## src/rtl/ex_shift_unit.sv

```systemverilog
// ex_shift_unit: iterative 64-bit logical shifter (LSL/LSR) with done pulse.
// Define EX_SHIFT_MULTIBIT_EN to shift up to 8 bits per cycle.
module ex_shift_unit (
  input  logic        clk,
  input  logic        reset,
  input  logic        start,
  input  logic        flush,
  input  logic        ShiftDir,
  input  logic        ShiftToALUB,
  input  logic [5:0]  Shamt,
  input  logic [63:0] Din,
  output logic [63:0] Dout,
  output logic        done,
  output logic        busy,
  output logic        ShiftToALUBO
);

  typedef enum logic [1:0] {
    IDLE,
    SHIFT,
    DONE
  } state_t;

  state_t      state;
  logic [5:0]  count;
  logic        dir;
  logic [5:0]  step;
  logic [5:0]  count_nxt;
  logic [63:0] shifted;

`ifdef EX_SHIFT_MULTIBIT_EN
  assign step = (count > 6'd8) ? 6'd8 : count;
`else
  assign step = 6'd1;
`endif

  always_comb begin
    count_nxt = count - step;
    shifted   = dir ? (Dout >> step) : (Dout << step);
  end

  // Stall depends on state only, never on inputs.
  assign busy = (state != IDLE);

  always_ff @(posedge clk) begin
    if (!reset) begin
      state        <= IDLE;
      Dout         <= '0;
      count        <= '0;
      done         <= 1'b0;
      dir          <= 1'b0;
      ShiftToALUBO <= 1'b0;
    end else if (flush) begin
      state <= IDLE;
      Dout  <= '0;
      count <= '0;
      done  <= 1'b0;
    end else begin
      done <= 1'b0;
      unique case (state)
        IDLE: begin
          if (start) begin
            Dout         <= Din;
            dir          <= ShiftDir;
            ShiftToALUBO <= ShiftToALUB;
            count        <= Shamt;
            if (Shamt == 6'd0) begin
              state <= DONE;
              done  <= 1'b1;
            end else begin
              state <= SHIFT;
            end
          end
        end
        SHIFT: begin
          Dout  <= shifted;
          count <= count_nxt;
          if (count_nxt == 6'd0) begin
            state <= DONE;
            done  <= 1'b1;
          end
        end
        DONE: begin
          state <= IDLE;
        end
        default: begin
          state <= IDLE;
        end
      endcase
    end
  end

endmodule

```

## config.mk

```make
export PLATFORM = sky130hd
export DESIGN_NAME = ex_shift_unit
export DESIGN_NICKNAME = d
export VERILOG_FILES = /design/src/rtl/ex_shift_unit.sv
export SDC_FILE = /design/constraint.sdc
export NUM_CORES = 1
export LEC_CHECK = 0
export ABC_AREA = 1
export ABC_CLOCK_PERIOD_IN_PS = 1300
export CAP_MARGIN = 10
export CORE_ASPECT_RATIO = 0.6
export CORE_MARGIN = 2
export CORE_UTILIZATION = 41
export DETAILED_ROUTE_END_ITERATION = 8
export PLACE_DENSITY = 0.78
export SKIP_LAST_GASP = 1
export SLEW_MARGIN = 20
export SYNTH_ARGS = -nofsm -noshare
export SYNTH_HDL_FRONTEND = slang
export SYNTH_SLANG_ARGS = --single-unit
```

## constraint.sdc

```tcl
create_clock -name clk -period 1.3 [get_ports clk]
set_input_delay 0.26 -clock clk [delete_from_list [all_inputs] [get_ports clk]]
set_output_delay 0.26 -clock clk [all_outputs]
set_load 0.02 [all_outputs]
```

# --- Word-level counts from Yosys, hierarchy flattened ---
# Cells that the tools add are included.
word_totals:
  register_bits: 75
  latchBits: 0
  ramBits: 0
  rom_bits: 0
  inputBits: 76
  output_inout_bits: 67
  word_cells: 34
  mem_count: 0
classes:
  add_sub_neg: 1
  multipliers: 0
  n_div: 0
  magnitude_cmp: 0
  n_eq_ne: 3
  shifts: 0
  n_mux: 13
  bitwise: 2
  n_reduce_logical: 9
op_table:
  columns: ["op", "n"]
  rows:
  - ["$mux W64", 2]
  - ["$pmux W64 S2", 1]
  - ["$logic_not A6 Y1", 2]
  - ["$pmux W6 S2", 1]
  - ["$mux W2", 3]
  - ["$mux W6", 1]
  - ["$sub A6 B1 Y6 const B", 1]
  - ["$ne A2 B2 Y1 const B", 2]
  - ["$pmux W2 S2", 1]
  - ["$reduce_and A2 Y1", 2]
  - ["$reduce_bool A2 Y1", 2]
  - ["$mux W1", 3]
  - ["$reduce_and A3 Y1", 1]
  - ["$eq A2 B1 Y1 const B", 1]
  - ["$logic_not A2 Y1", 1]
  - ["$not A1 Y1", 2]
  - ["$pmux W1 S2", 1]
  - ["$reduce_or A2 Y1", 1]

# --- Longest topological paths before layout ---
# Gate-level depths: netlist of run 1.
logic_depth:
  word_depth: 4
  depth_mapped: 9
  ltp_nobuf: 9

# --- Worst setup path after synthesis of run 1 ---
# OpenSTA, ideal clock, no wires.
synth_path:
  path_kind: "register to register"
  from: "register state[0]"
  to: "register Dout[10]"
  setup_time_ns: 0.128
  t_arrival_ns: 1.219
  required_ns: 1.172
  setup_slack_ns: -0.047
  stages_incl_launch_ff: 8
  n_path_buf: 2
  synth_period_minus_slack_ns: 1.347
  cell_sequence: "dfxtp_1 > inv_2 > nor2_4 > inv_2 > buf_6 > clkbuf_1 > a21oi_1 > a21oi_1"
synth_between:
  elab_chain_len: 3
  word_cells_on_any_way: 6
  classes_between: "eq/ne (2); mux (1); reduce/logical (3)"
synth_rtl:
  columns: ["item", "line_no", "rtl"]
  rows:
  - ["from (decl)", "24", "state_t state;"]
  - ["from (signal assigned)", "47", "state <= IDLE;"]
  - ["from (signal assigned)", "54", "state <= IDLE;"]
  - ["from (signal assigned)", "68", "state <= DONE;"]
  - ["$eq A2 B1 Y1 or $logic_not A2 Y1 (tied branches)", "60", "unique case (state)"]
  - ["$reduce_bool A2 Y1 (no source line) or $ne A2 B2 Y1 (tied branches)", null, null]
  - ["$reduce_and A2 Y1 (no source line)", null, null]
  - ["to (signal assigned)", "63", "Dout <= Din;"]
  - ["to (signal assigned)", "76", "Dout <= shifted;"]
  - ["to (decl)", "12", "output logic [63:0] Dout,"]
# Parallel ways exist; a longest one is shown, timed or not.
# A chain may end at the register's enable or synchronous reset.

# --- Worst setup path after layout of run 1 ---
layout_path:
  from: "register state[1]"
  to: "register Dout[7]"
# Same word-level chain as after synthesis.

==> summary.txt, run 1 <==
Critical path
  – Critical Path Max Stage Delay: 340 ps
  – CP Capture Point: Dout[7]
  – CP Launch Type: flip-flop
  – Critical path's top delay family: buffers and inverters
  – FF-to-FF Start: state[1]
  – Path length in cells of the critical path: 9
  – R2R Setup Slk: -230 ps
  – Crit path buf inv count: 5
  – CP Capture Type: flip-flop
  – Worst R2R End: Dout[7]
  – Arrival @ worst endpoint: 1780 ps
  – CP startpoint: state[1]
  – Worst r2r path cells: 9
  – Worst Path Max Fanout: 7
  – CP cell instances: buf_6 -> nor2_4 -> clkinv_4 -> buf_12 -> buf_12 -> buf_16 -> a21oi_4 -> a21oi_2 -> a21oi_1
  – Most frequent CP cell: buf_12
  – CP Class: reg -> reg
  – Worst Path Required: 1560 ps
  – Slowest cell on the critical path: dfxtp_2

STA
  – Hold WS: 341 ps
  – Slew HR: 0.791
  – Final setup violation count: 70
  – Worst slew pin tran: 310 ps
  – Final Worst Setup Slack: -225 ps
  – Slew Viols, Final: 0
  – Min cycle time layout: 1530 ps
  – Post-route clock period utilization: 1.17
  – Fmax: 656 MHz
  – Final-report hold violation count: 0
  – RSZ-0062 raised after global routing: yes
  – Max Clock Skew: 6.92 ps

Logic synthesis
  – Post-synth EDFFs: 0
  – Share of the synthesized area in the top cell type: 0.385
  – Largest area contributor in the netlist: dfxtp_1
  – Post-synth top cells: 201 x a21oi_1, 142 x nand2_1, 75 x dfxtp_1, 71 x o21ai_0, 32 x clkbuf_1
  – Most common cell in the netlist: a21oi_1
  – Syn Nets: 667
  – Asr flop ratio synth: 0
  – Warnings, synthesis: 0
  – Seq/Total Area, Yosys: 0.385
  – Area contributors post-synth: dfxtp_1 39%, a21oi_1 26%, nand2_1 14%, o21ai_0 9.1%, clkbuf_1 3.1%
  – Ys flop type: dfxtp_1
  – Syn avg cell area: between 6 and 7 um2
  – FF+latch count, synth: 75
  – Number of library cell types mapped by synthesis: 23
  – Post-Syn Area: 3900 um2
  – Post-Synthesis Cells: 589

Floorplanning
  – DIE AREA: 10,300 um2
  – Row count: 27
  – DIE HEIGHT: ~80 um
  – IO Pins: 143
  – Die width: 130 um
  – Core Footprint: roughly 9200 um2
  – Starting density of the core: 0.424

Pwr
  – Max VDD drop: 0.732 mV
  – Static Leak: 2.73 nW
  – PD cells: 926 nW/um2
  – Power Total: 6.73 mW

Route
  – Routed vias: about 5,500
  – Vias per cell: 5.91
  – Routed wire length: 17.6 mm
  – Pre-antenna DRT Iters: 8
  – Drt wl/cell: 19.0 um
  – Drt drc: 0
  – Detail Route Antenna Nets: 0
  – Iteration-0 DRC Markers: 670

Clock tree
  – Clock-pin slew on the worst setup and hold paths: approximately 60 ps
  – Clock root buffer: clkbuf_16
  – Clock latency on the worst-skew pair: between 300 and 400 ps
  – Cts-stage hold buffer count: 0
  – CTS buffer count: 9
  – Htree depth: 3
  – CTS Buffer Depth: 2
  – Clk sinks: 75
  – CTS tree: built

GRT
  – Initial antenna violation count: 0
  – Grt ovf: 0
  – First-pass GRT wire length: approximately 25 mm
  – GRT Total Usage: 0.300
  – Vias in the first global route: 4,972
  – Pin count of the biggest net entering global routing: 46

Finish
  – N_diodes: 0
  – Area Growth Syn to Fin: 86.4%
  – Share of cells above drive strength 1: 0.343
  – Final net count: between 800 and 900

Flow run
  – Max cap viols: 0

Placed design
  – Port Buffers: 142
  – Detailed placement HPWL: 9.12 mm
  – Final GP Congestion: 0.867

Status
  – Failing checks: negative setup slack
  – Status: finished, violations left

Hold path
  – Worst Hold Class: in -> reg
worst min-delay path, delay by kind of cell:
| kind | cells | cell delay (ps) |
|---|---|---|
| simple gates | 1 | 70 |
| compound gates | 1 | 70 |
| buf+inv | 2 | 240 |
report_power, final:
part | internal, mW | total (mW) | leakage [nW] | switching [mW]
Clock | 1.33 | 2.29 | 0.132 | 0.968
Combinational | 0.892 | 1.91 | 1.98 | 1.02
Sequential | 2.42 | 2.52 | 0.617 | 0.103
Total | 4.64 | 6.73 | 2.73 | 2.09
cells in the final DEF (no fill, tap or decap), types with 19 or more instances in the layout:
cell type	count
clkdlybuf4s15_1	30
clkbuf_2	19
nand2_1	135
buf_4	66
a21oi_2	74
clkdlybuf4s50_1	73
dfxtp_1	69
a21oi_1	104
o21ai_0	69
a21oi_4	23
stage by stage:
step	instances	area (um2)	setup slack, ps	util	setup TNS, ps
floorplan	589	3900	16.9	-	0
global placement	889	5970	-355	0.650	-19600
detailed placement	889	5970	-433	0.650	-21660
CTS	922	6900	-130	0.750	-4640
global route	929	7270	-269	0.791	-10530
finish	929	7270	-225	0.791	-6400
metal layers:
layer | part of all wire | GRT usage | wire length [um] | up-vias
met1 | 0.39 | 0.397 | 6920 | 2596
li1 | - | - | - | 2432
met2 | 0.47 | 0.487 | 8270 | 398
met5 | 0 | 0 | 0 | -
met3 | 0.11 | 0.0643 | 1960 | 63
met4 | 0.027 | 0.103 | 473 | 0
final cells by class:
cell class,count,area [um2]
sequential,75,1510
inverter,17,68.8
tap,130,163
clock inverter,3,15.0
fill,573,1920
clock buffer,12,246
multi-input combinational,449,2740
timing repair buffer,242,2510
timing repair inverter,1,16.3
state kept, by name (all words and copies together) (netlist names):
register and cells:
dir 1, ShiftToALUBO 1, done 1, count 6, Dout 64, state 2
cells by family after synthesis:
group	Yosys count	share of synthesized area
AO/OA/AOI/OAI	277	0.358
AND/OR/NAND/NOR	170	0.174
adder cells (fa/ha/maj)	2	0.00642
buffers and inverters	65	0.0764
flip-flops	75	0.385
how the worst min path moves through the flow:
| stage | from | end | slack [ps] | cells after the start |
|---|---|---|---|---|
| 2_1_floorplan | ShiftToALUB | ShiftToALUBO | 390 | 2 |
| 3_3_place_gp | ShiftToALUBO | ShiftToALUBO | 500 | 2 |
| 3_5_place_dp | ShiftToALUBO | ShiftToALUBO | 520 | 2 |
| 4_1_cts | reset | ShiftToALUBO | 460 | 4 |
| 5_1_grt | flush | dir | 390 | 4 |
| 6_report | flush | dir | 340 | 4 |
timing repair:
| action | in CTS | in global routing |
|---|---|---|
| buffers inserted | 8 | 4 |
| gates cloned | 10 | 3 |
| pin swaps | 21 | 32 |
| resized for setup | 196 | 137 |
| endpoints found under the hold margin | 0 | 0 |
| endpoints found under the setup margin | 137 | 127 |
(Power assumes the default switching activity.)
==> inputs of run 2 (changes only) <==
--- a/config.mk
+++ b/config.mk
@@ -7,7 +7,6 @@
 export LEC_CHECK = 0
 export ABC_AREA = 1
 export ABC_CLOCK_PERIOD_IN_PS = 1300
-export CAP_MARGIN = 10
 export CORE_ASPECT_RATIO = 0.6
 export CORE_MARGIN = 2
 export CORE_UTILIZATION = 41
==> results of run 2 <==
No change in the layout: final DEF, timing and power equal those of run 1.
